**src/rtl/btn_pkg.sv**
```systemverilog
// Shared definitions for the push-button debounce stage: channel FSM
// encoding and the debounce lengths used in simulation and on the board.
package btn_pkg;

    typedef enum logic [1:0] {
        ST_IDLE_LO = 2'd0,
        ST_WAIT_HI = 2'd1,
        ST_HOLD_HI = 2'd2,
        ST_WAIT_LO = 2'd3
    } btn_state_e;

    localparam int DB_CYCLES_SIM   = 8;
    localparam int DB_CYCLES_BOARD = 2000000;

endpackage

```
**src/rtl/btn_debounce_ch.sv**
```systemverilog
// One debounce channel: 2-flop synchronizer, qualification FSM with a
// saturating stability counter, and registered level/press/release outputs.
module btn_debounce_ch
    import btn_pkg::*;
#(
    parameter int DB_CYCLES = DB_CYCLES_BOARD
) (
    input  logic clk_i,
    input  logic rst_ni,
    input  logic btn_i,
    output logic level_o,
    output logic press_o,
    output logic release_o
);

    localparam int CNT_W = $clog2(DB_CYCLES) + 1;
    localparam logic [CNT_W-1:0] CNT_LAST = CNT_W'(DB_CYCLES - 1);
    localparam logic [CNT_W-1:0] CNT_ONE  = {{(CNT_W-1){1'b0}}, 1'b1};
    localparam logic [CNT_W-1:0] CNT_ZERO = {CNT_W{1'b0}};

    logic             sync1_q, sync2_q;
    btn_state_e       state_q, state_d;
    logic [CNT_W-1:0] cnt_q, cnt_d;
    logic             level_q, level_d;
    logic             press_q, press_d;
    logic             release_q, release_d;

    // Two-flop synchronizer for the asynchronous pin.
    always_ff @(posedge clk_i or negedge rst_ni) begin
        if (!rst_ni) begin
            sync1_q <= 1'b0;
            sync2_q <= 1'b0;
        end else begin
            sync1_q <= btn_i;
            sync2_q <= sync1_q;
        end
    end

    // Next-state logic; the counter only runs in the WAIT states and is
    // cleared everywhere else, so it can never pass CNT_LAST.
    always_comb begin
        state_d   = state_q;
        cnt_d     = CNT_ZERO;
        level_d   = level_q;
        press_d   = 1'b0;
        release_d = 1'b0;
        case (state_q)
            ST_IDLE_LO: begin
                level_d = 1'b0;
                if (sync2_q) begin
                    state_d = ST_WAIT_HI;
                end else begin
                    state_d = ST_IDLE_LO;
                end
            end
            ST_WAIT_HI: begin
                if (!sync2_q) begin
                    state_d = ST_IDLE_LO;
                end else if (cnt_q == CNT_LAST) begin
                    state_d = ST_HOLD_HI;
                    level_d = 1'b1;
                    press_d = 1'b1;
                end else begin
                    cnt_d = cnt_q + CNT_ONE;
                end
            end
            ST_HOLD_HI: begin
                level_d = 1'b1;
                if (!sync2_q) begin
                    state_d = ST_WAIT_LO;
                end else begin
                    state_d = ST_HOLD_HI;
                end
            end
            ST_WAIT_LO: begin
                if (sync2_q) begin
                    state_d = ST_HOLD_HI;
                end else if (cnt_q == CNT_LAST) begin
                    state_d   = ST_IDLE_LO;
                    level_d   = 1'b0;
                    release_d = 1'b1;
                end else begin
                    cnt_d = cnt_q + CNT_ONE;
                end
            end
            default: begin
                state_d = ST_IDLE_LO;
                level_d = 1'b0;
            end
        endcase
    end

    // State, counter and output registers.
    always_ff @(posedge clk_i or negedge rst_ni) begin
        if (!rst_ni) begin
            state_q   <= ST_IDLE_LO;
            cnt_q     <= CNT_ZERO;
            level_q   <= 1'b0;
            press_q   <= 1'b0;
            release_q <= 1'b0;
        end else begin
            state_q   <= state_d;
            cnt_q     <= cnt_d;
            level_q   <= level_d;
            press_q   <= press_d;
            release_q <= release_d;
        end
    end

    assign level_o   = level_q;
    assign press_o   = press_q;
    assign release_o = release_q;

endmodule

```
**src/rtl/btn_debounce_step.sv**
```systemverilog
// Multi-button input conditioning: one independent debounce channel per pin.
module btn_debounce_step
    import btn_pkg::*;
#(
    parameter int NUM_BTN   = 3,
    parameter int DB_CYCLES = DB_CYCLES_BOARD
) (
    input  logic               sys_clk_in,
    input  logic               sys_rst_n,
    input  logic [NUM_BTN-1:0] btn_in,
    output logic [NUM_BTN-1:0] btn_level,
    output logic [NUM_BTN-1:0] btn_press,
    output logic [NUM_BTN-1:0] btn_release
);

    for (genvar g = 0; g < NUM_BTN; g++) begin : g_ch
        btn_debounce_ch #(
            .DB_CYCLES(DB_CYCLES)
        ) u_ch (
            .clk_i    (sys_clk_in),
            .rst_ni   (sys_rst_n),
            .btn_i    (btn_in[g]),
            .level_o  (btn_level[g]),
            .press_o  (btn_press[g]),
            .release_o(btn_release[g])
        );
    end

endmodule

```
**config.mk**
```make
export PLATFORM = sky130hd
export DESIGN_NAME = btn_debounce_step
export DESIGN_NICKNAME = d
export VERILOG_FILES = /design/src/rtl/btn_pkg.sv /design/src/rtl/btn_debounce_ch.sv /design/src/rtl/btn_debounce_step.sv
export SDC_FILE = /design/constraint.sdc
export NUM_CORES = 1
export LEC_CHECK = 0
export BUFFER_PORTS_ARGS = -buffer_cell sky130_fd_sc_hd__buf_2
export CAP_MARGIN = 20
export CORE_ASPECT_RATIO = 0.75
export CORE_MARGIN = 5
export CORE_UTILIZATION = 65
export CTS_CLUSTER_DIAMETER = 80
export DETAILED_ROUTE_END_ITERATION = 8
export PLACE_DENSITY = 0.82
export REMOVE_ABC_BUFFERS = 1
export SYNTH_ARGS = -nofsm -noshare
export SYNTH_HDL_FRONTEND = slang
export SYNTH_SLANG_ARGS = --single-unit
```
**constraint.sdc**
```tcl
create_clock -name sys_clk_in -period 2.91 [get_ports sys_clk_in]
set_input_delay 0.4365 -clock sys_clk_in [delete_from_list [all_inputs] [get_ports sys_clk_in]]
set_output_delay 0.4365 -clock sys_clk_in [all_outputs]
set_load 0.02 [all_outputs]
```
# [Yosys cells after proc, flatten, opt, wreduce, memory -nomap -nowiden]
# Cells that the tools add are included.
# Widths: inputs -> output; s select.
[word_totals] inputBits=5 reg_bits=87 out_inout_bits=9 word_cells=126
[op_classes] eq_ne=30 reduce_logical=9 n_addsub=3 mux=63
[ops] op="$mux 22" count=9
[ops] op="$pmux 22 s2" count=3
[ops] op="$add 22x1->22 const B" count=3
[ops] op="$eq 22x21->1 const B" count=3
[ops] op="$mux 1" count=33
[ops] op="$mux 2" count=12
[ops] op="$pmux 2 s4" count=3
[ops] op="$ne 2x1->1 const B" count=9
[ops] op="$eq 2x2->1 const B" count=6
[ops] op="$pmux 1 s4" count=3
[ops] op="$reduce_and 4->1" count=3
[ops] op="$ne 3x1->1 const B" count=3
[ops] op="$ne 3x3->1 const B" count=3
[ops] op="$eq 2x1->1 const B" count=3
[ops] op="$logic_not 2->1" count=3
[ops] op="$ne 2x2->1 const B" count=3
[ops] op="$reduce_and 2->1" count=3

# [Depth between registers and ports, before layout]
# Gate-level depths: netlist (run 1).
[depth] depth_word=4 mapped_depth=7 ltp_nobuf=7

# [Cells and area by module]
# From an unflattened synthesis (run 1), not the netlist that was laid out.
[unflattened] hier_cells=419 hier_area_um2=4341.7
[by_module_without_submodules] mod="btn_debounce_ch (g_ch[1].u_ch)" area_per_inst_um2=1458.9 instances=1 cells_each=137 seq_area_each_um2=725.7
[by_module_without_submodules] mod="btn_debounce_ch (g_ch[0].u_ch)" area_per_inst_um2=1450.1 instances=1 cells_each=138 seq_area_each_um2=725.7
[by_module_without_submodules] mod="btn_debounce_ch (g_ch[2].u_ch)" area_per_inst_um2=1432.6 instances=1 cells_each=144 seq_area_each_um2=725.7

# [Least setup slack after synthesis (run 1)]
# OpenSTA, ideal clock, no wires.
[synth_timing] kind="reg2reg" start="register g_ch[2].u_ch.cnt_q[0]" end="register with a tool-made name" synth_period_minus_slack_ns=1.763 path_stages_with_launch=7 arrival_time_ns=1.638 required_time_ns=2.785 n_path_buf=0 setup_ns=0.125 path_slack_ns=1.147 path_cell_list="dfrtp_1 -> ha_1 -> nand3_2 -> or2_1 -> o31ai_4 -> nand2_1 -> mux2_4"
[synth_rtl] element="from (decl)" line="btn_debounce_ch.sv:23" text="logic [CNT_W-1:0] cnt_q, cnt_d;"
[synth_rtl] element="from (signal assigned)" line="btn_debounce_ch.sv:103" text="cnt_q <= cnt_d;"

# [Worst setup path after layout (run 1)]
[layout_timing] start="register g_ch[0].u_ch.cnt_q[0]" end="register g_ch[0].u_ch.cnt_q[18]"
[layout_via] elab_chain_len=4 elab_cells_between_ends=6 classes_between="add/sub (1); eq/ne (1); mux (4)"
[layout_lines] element="from (decl)" line="btn_debounce_ch.sv:23"
[layout_lines] element="from (signal assigned)" line="btn_debounce_ch.sv:103"
[layout_lines] element="$add 22x1->22 or $eq 22x21->1 (tied branches)"
[layout_lines] element="$mux 22 (*)" line="btn_debounce_ch.sv:59, btn_debounce_ch.sv:78"
[layout_lines] element="$mux 22 (on tied branches)" line="btn_debounce_ch.sv:76, btn_debounce_ch.sv:57"
[layout_lines] element="$pmux 22 s2 (*)" line="btn_debounce_ch.sv:47" text="case (state_q)"
[layout_lines] element="named net g_ch[0].u_ch.cnt_d[18]" line="btn_debounce_ch.sv:23"
# Mark *: on every way through the listed nets, which the timed path passes. The rest lies on a longest branch.
# A chain may end at the register's enable or synchronous reset.

==> results.md, run 1 <==
- Status: finished clean
- Post-DP HPWL: 5300 um
- Worst Max-Slew Pin Slew: 0.673 ns
- Cells after Synth: 426
- Final instance area: 4600 um^2
- Die footprint: 8320 um^2
- Clock Tree Root: clkbuf_8
- Die Height: around 80 um
- Clock sink count: 87
- Postcts setup bufs: 0
- Area Overhead vs Synth: 7.55%
- Max Root-Sink Buffers: 2
- Crit path from: g_ch[0].u_ch.cnt_q[0]$_DFF_PN0_
- Final Hold Vio Count: 0
- Placed Instance Area: 4380 um^2
- CP max stage delay: 0.55 ns
- First-pass GRT wire length: between 10000 and 15000 um
- Placer Congestion: 0.833
- Die Wd: 104 um
- Vias in the first global route: 2973
- Commonest non-fill, non-tap cell in the layout: dfrtp_1
- Clock latency at the later pin of the worst-skew pair: 0.35 ns
- Pwr/cell area: 639 nW/um^2
- WP data arrival: 2.19 ns
- Tcrit/Tclk final: 0.671
- Worst setup SP type: flop
- Number of DRC markers in iteration 0: between 150 and 200
- Post-DRT Antenna Nets: 0
- Via density: 5.59
- DR DRC count: 0
- FF-to-FF path depth: 6
- Post-CTS Resized: 0
- Number of H-tree levels: 3
- CTS tree: yes
- Setup TNS: 0 ns
- Worst r2r src: g_ch[0].u_ch.cnt_q[0]$_DFF_PN0_
- GRT overflow: 0
- Wire per inst: 14.7 um
- Fin Clk Skew: ~0.0035 ns
- Via count: about 2.9k
- Syn Area/Cell: 10.0 um^2
- Max stage delay cell, worst path: nor4_2
- CP Cell Sequence: ha_1 -> nand4_1 -> nor4_2 -> nand3_1 -> xor2_1 -> nor2_1
- RSZ-0062 raised after global routing: false
- YS warnings: 0
- Filler cells: 441
- Pleak: 2.02 nW
- Hold WC Path Type: in2async
- Leading area contributor after synthesis: dfrtp_1
- CP max FO: 4
- Max VDD drop: slightly below 0.5 mV
- Worst relative slew slack: 0.551
- Largest net degree at the start of global routing: 56
- Setup Viol. Count Final: 0
- FF+latch count, synth: 87
- Total global routing track utilization: 0.203
- I/O Pins: 14
- Number of distinct library cells after synthesis: 40
- Initial antenna violation count: 0
- N_diodes: 0
- Sequential area share after synthesis: 0.509
- Most frequent cells in the layout: dfrtp_1 (87), nor2_1 (86), xor2_1 (41), nand3_1 (30), nand2_1 (28)
- Max-Cap Viols: 0
- CTS hold repair buffers: 0
- Top-area cell type share of the netlist area: 0.509
- Crit end category: flop
- Row Count: 25
- Mapped Area: 4280 um^2
- Layout net count: around 460
- Final Max Slew Viols: 0
- CTS Buf Count: 9
- Starting Density: 0.674
- Top post-synthesis cells by area: dfrtp_1 (51%), xor2_1 (8.4%), nor2_1 (7.5%)
- Critical path class: reg2reg
- Detailed Routing Iterations Pass 1: 4
- Fin crit period: 1.95 ns
- Crit path buf inv count: 0
- Critical Path Stages: 6
- CP delay by family, top: simple AND/OR/NAND/NOR gates
- Worst-path clk slew: around 0.080 ns
- Post-Route WL: 7720 um
- Fmax: slightly above 500 MHz
- Ratio of cells with drive above 1 in the final layout: 0.106
- IO Port Bufs: 13
- Core Box Area: 6350 um^2
- Crit path required time: 3.15 ns
state kept, by name, indices dropped and copies added, names as in the netlist, named ones only:
| name | cells |
|---|---|
| g_ch.u_ch.sync1_q | 3 |
| g_ch.u_ch.press_o | 3 |
| g_ch.u_ch.cnt_q | 66 |
| g_ch.u_ch.state_q | 3 |
| g_ch.u_ch.release_o | 3 |
| g_ch.u_ch.sync2_q | 3 |
| g_ch.u_ch.level_o | 3 |
cell type report:
cell class / instances / area (um^2) / area share
Clock inverter: 4 / 52.6 / 0.0114
Inverter: 10 / 37.5 / 0.00816
Timing Repair Buffer: 18 / 105 / 0.0228
Tap cell: 81 / 101 / 0.0220
Sequential cell: 87 / 2180 / 0.473
Multi-Input combinational cell: 313 / 1960 / 0.426
Clock buffer: 12 / 165 / 0.0359
worst paths after layout:
check	to	slack (ns)
setup / recovery	g_ch[0].u_ch.cnt_q[18]$_DFF_PN0_	0.96
hold / removal	g_ch[1].u_ch.cnt_q[16]$_DFF_PN0_	0.11
setup reg to reg	g_ch[0].u_ch.cnt_q[18]$_DFF_PN0_	0.96
hold reg to reg	g_ch[2].u_ch.sync2_q$_DFF_PN0_	0.36
max in group asynchronous	g_ch[0].u_ch.cnt_q[19]$_DFF_PN0_	2.08
min in group sys_clk_in	g_ch[0].u_ch.sync1_q$_DFF_PN0_	0.18
logic make-up (layout without fill, tap and decap cells):
logic type / count (synthesis) / count (layout) / share of synthesized area
xor+xnor: 60 / 60 / 0.123
mux: 6 / 6 / 0.0161
buf+inv: 26 / 44 / 0.0325
simple gates: 211 / 211 / 0.244
fa+ha+maj: 15 / 15 / 0.0439
flops: 87 / 87 / 0.509
compound gates: 21 / 21 / 0.0319
power by group:
| group | switching [mW] | leakage, nW | internal (mW) |
|---|---|---|---|
| logic | 0.404 | 0.721 | 0.262 |
| clock network | 0.413 | 0.113 | 0.468 |
| registers | 0.0935 | 1.18 | 1.30 |
| total | 0.910 | 2.02 | 2.03 |
metal layers:
| metal | global-route usage | share of wire |
|---|---|---|
| met4 | 0.0595 | 0.011 |
| met3 | 0.0594 | 0.031 |
| met1 | 0.265 | 0.48 |
| met5 | 0 | 0 |
| met2 | 0.331 | 0.48 |
cells in the mapped netlist (all sizes together):
library cell and number:
dfrtp 87, nor2 86, xor2 41, nand3 31, nand2 28, xnor2 19
nand4 18, buf 15, ha 15, a21oi 12, and3 10, inv 10
nor3 8, and4 6, nor4 6, mux2 4, and2 3, nand2b 3
nor3b 3, nor4b 3, o21ai 3, or2 3, mux2i 2, or3 2
a21o 1, a31o 1, clkbuf 1, nor4bb 1, o21bai 1, o22ai 1
o311a 1, o31ai 1
metrics by stage:
step | power [mW] | std cells | util | hold slack, ns | setup WS, ns
global placement | 2.03 | 509 | 0.690 | 0.332 | 1.10
CTS | 2.97 | 525 | 0.725 | 0.123 | 0.956
finish | 2.94 | 525 | 0.725 | 0.111 | 0.959
detailed placement | 2.08 | 509 | 0.690 | 0.339 | 1.03
floorplan | 1.86 | 410 | - | 0.141 | 0.636
global route | 3.12 | 525 | 0.725 | 0.155 | 0.808
(Power assumes the default switching activity.)
==> inputs of run 2 (changes only) <==
--- a/config.mk
+++ b/config.mk
@@ -9,10 +9,10 @@
 export CAP_MARGIN = 20
 export CORE_ASPECT_RATIO = 0.75
 export CORE_MARGIN = 5
-export CORE_UTILIZATION = 65
+export CORE_UTILIZATION = 56
 export CTS_CLUSTER_DIAMETER = 80
 export DETAILED_ROUTE_END_ITERATION = 8
-export PLACE_DENSITY = 0.82
+export PLACE_DENSITY = 0.75
 export REMOVE_ABC_BUFFERS = 1
 export SYNTH_ARGS = -nofsm -noshare
 export SYNTH_HDL_FRONTEND = slang
==> constraint.sdc (replaced) <==
create_clock -name sys_clk_in -period 1.6 [get_ports sys_clk_in]
set_input_delay 0.24 -clock sys_clk_in [delete_from_list [all_inputs] [get_ports sys_clk_in]]
set_output_delay 0.24 -clock sys_clk_in [all_outputs]
set_load 0.02 [all_outputs]
==> run 2 against run 1 <==
The run now ends with setup timing left; flip-flop and latch count unchanged; hold slack better by 0.24 ns; utilization rose by 0.88 points; sequential share of layout area decreased by 7.2 points; worst setup slack lost 1.1 ns; via count rose by 10%; count of clock-buffer cells in the layout down 1; largest power group unchanged.
==> results.md, run 2 (synthesis gave the netlist of run 1 again) <==
- Detailed Routing Iterations Pass 1: 4 (unchanged)
- Hold Slack: 0.349 ns (+0.238 ns)
- Most frequent cells in the layout: dfrtp_1 (87), nor2_1 (76), buf_4 (68), xor2_1 (41), nand2_1 (27)
- Pwr/cell area: 994 nW/um^2 (+55%)
- Crit path buf inv count: 3 (+3)
- Reg area: 2180 um^2 (unchanged)
- Setup WS post-layout: -0.126 ns (-1.09 ns)
- CTS tree: yes
- First-pass GRT wire length: 14000 um (+2.9%)
- Number of flip-flops in the largest register: 66 (unchanged)
- Worst relative slew slack: 0.703 (+0.151)
- GRT overflow: 0 (unchanged)
- Total global routing track utilization: 0.182 (-0.0211)
- Clock sink count: 87 (unchanged)
- Largest net degree at the start of global routing: 88 (+57%)
- CP most frequent cell: buf_6
- Reg2Reg Setup Slack: -0.13 ns (-1.09 ns)
- Via count: 3239 (+10%)
- Worst Max-Slew Pin Slew: 0.446 ns (-0.227 ns)
- Tcrit/Tclk final: 1.08 (+0.408)
- Commonest non-fill, non-tap cell in the layout: dfrtp_1
- CTS Buf Count: 9 (unchanged)
- CP max stage delay: 0.37 ns (-0.18 ns)
- Area Overhead vs Synth: 26.8%
- Worst-path clk slew: 0.08 ns (about the same)
- Critical path class: reg2reg
- Most flops, register: g_ch.u_ch.cnt_q
- Footprint of the multi-input gates: 2160 um^2 (+10%)
- Hold path depth: 0
- DR DRC count: 0 (unchanged)
- CP Cell Sequence: ha_2 -> and4_1 -> nand4_1 -> buf_6 -> o21ai_4 -> buf_6 -> buf_6 -> nor2_1
- Max Root-Sink Buffers: 2 (unchanged)
- Starting Density: 0.578 (-0.0955)
- Hold WC Path Type: reg2reg
- Critical Path Stages: 8 (+2)
- Power, Total: 5.39 mW (+83%)
- Layout Utilization: 0.733 (+0.00877)
- Die Wd: 111 um (+7.0%)
- Crit end category: flop
- FF-to-FF path depth: 8 (+2)
- Wire per inst: 14.0 um (-4.5%)
- WP data arrival: 1.97 ns (-0.22 ns)
- Number of H-tree levels: 3 (unchanged)
- CP max FO: 5 (+1)
- Clock latency at the later pin of the worst-skew pair: 0.35 ns (about the same)
- Die Height: 85.7 um (+6.8%)
- Fin crit period: 1.73 ns (-0.225 ns)
- Worst setup SP type: flop
- CP delay by family, top: buffers and inverters
- Post-DP HPWL: 5610 um (+5.8%)
- Ratio of cells with drive above 1 in the final layout: 0.296 (+0.190)
- Crit path required time: 1.85 ns (-1.30 ns)
- Layout net count: 537 (+17%)
- Max stage delay cell, worst path: dfrtp_1
- Initial antenna violation count: 0 (unchanged)
- Post-DRT Antenna Nets: 0 (unchanged)
- Max VDD drop: 0.872 mV (+76%)
- Max-Cap Viols: 0 (unchanged)
- N_diodes: 0 (unchanged)
- I/O Pins: 14 (unchanged)
- Post-Route WL: 8730 um (+13%)
- Setup Viol. Count Final: 32 (+32)
- Core Box Area: 7400 um^2 (+17%)
- RSZ-0062 raised after global routing: true
- Pleak: 2.46 nW (+22%)
- Clock Tree Root: clkbuf_8
- Vias in the first global route: 3082 (+3.7%)
- Placer Congestion: 0.787 (-5.4%)
- IO Port Bufs: 13 (unchanged)
- Pre-CTS WS: -0.162 ns (-1.19 ns)
- Status: complete, but fails checks
- Fin Clk Skew: 0.00986 ns (+0.00632 ns)
- Final Max Slew Viols: 0 (unchanged)
- Fmax: 579 MHz (+13%)
- Failing checks: setup timing
- Final Hold Vio Count: 0 (unchanged)
- Via density: 5.21 (-6.8%)
- Row Count: 27 (+8.0%)
- Number of DRC markers in iteration 0: 121 (-30%)
- Die footprint: 9500 um^2 (+14%)
- Filler cells: 501 (+14%)
==> run 2: changes by cell type in the layout (fill, tap and decap cells not counted), moves of 3 or more <==
cell,delta
nand3_2,+3
nor2_1,-10
nor2_2,+9
nor4b_1,-3
a21oi_2,+3
nor4b_2,+3
clkbuf_8,-3
a21oi_1,-3
buf_4,+62
buf_6,+9
dlygate4sd3_1,+4
nand3_1,-5
==> run 2: final timing paths <==
kind,start,endpoint
max in group asynchronous,sys_rst_n,g_ch[2].u_ch.sync1_q$_DFF_PN0_
min in group asynchronous,sys_rst_n,g_ch[1].u_ch.press_o$_DFF_PN0_
min,g_ch[1].u_ch.sync1_q$_DFF_PN0_,g_ch[1].u_ch.sync2_q$_DFF_PN0_
max reg2reg,g_ch[0].u_ch.cnt_q[0]$_DFF_PN0_,g_ch[0].u_ch.cnt_q[18]$_DFF_PN0_
min reg2reg,g_ch[1].u_ch.sync1_q$_DFF_PN0_,g_ch[1].u_ch.sync2_q$_DFF_PN0_
max,g_ch[0].u_ch.cnt_q[0]$_DFF_PN0_,g_ch[0].u_ch.cnt_q[18]$_DFF_PN0_
==> run 2: final cells by class <==
type                       instances  area share
multi-input combinational        313       0.399
clock buffer                      11      0.0242
inverter                          10     0.00692
timing repair buffer              96       0.141
sequential                        87       0.401
tap                              101      0.0233
clock inverter                     4     0.00438
==> run 2: repair_timing <==
item | in CTS | in global routing
endpoints found under the setup margin | 76 | 78
gates resized for setup | 20 | 44
pin swaps | 12 | 20
hold buffers | 4 | 0
cloned | 0 | 2
buffers inserted | 3 | 7
hold endpoints to repair | 90 | 0
==> run 2: routing by layer <==
layer	vias up	global-route usage	wire, um
li1	1611	-	-
met5	-	0	0
met1	1567	0.252	4140
met4	0	0.0459	83
met2	51	0.281	4200
met3	10	0.0557	307
==> run 2: power by group <==
group | switching, mW | leakage (nW) | internal [mW]
clock | 0.727 | 0.0829 | 0.552
combinational | 0.878 | 1.20 | 0.711
sequential | 0.159 | 1.18 | 2.37
total | 1.76 | 2.46 | 3.63
==> run 2: per-stage QoR <==
step           setup TNS, ns  cell area (um^2)  cells
4_1_cts                -1.13              5190    613
3_3_place_gp           -1.67              4890    591
6_report               -2.35              5430    622
5_1_grt                -5.58              5430    622
3_5_place_dp           -5.97              4890    591
2_1_floorplan         -22.93              4180    410
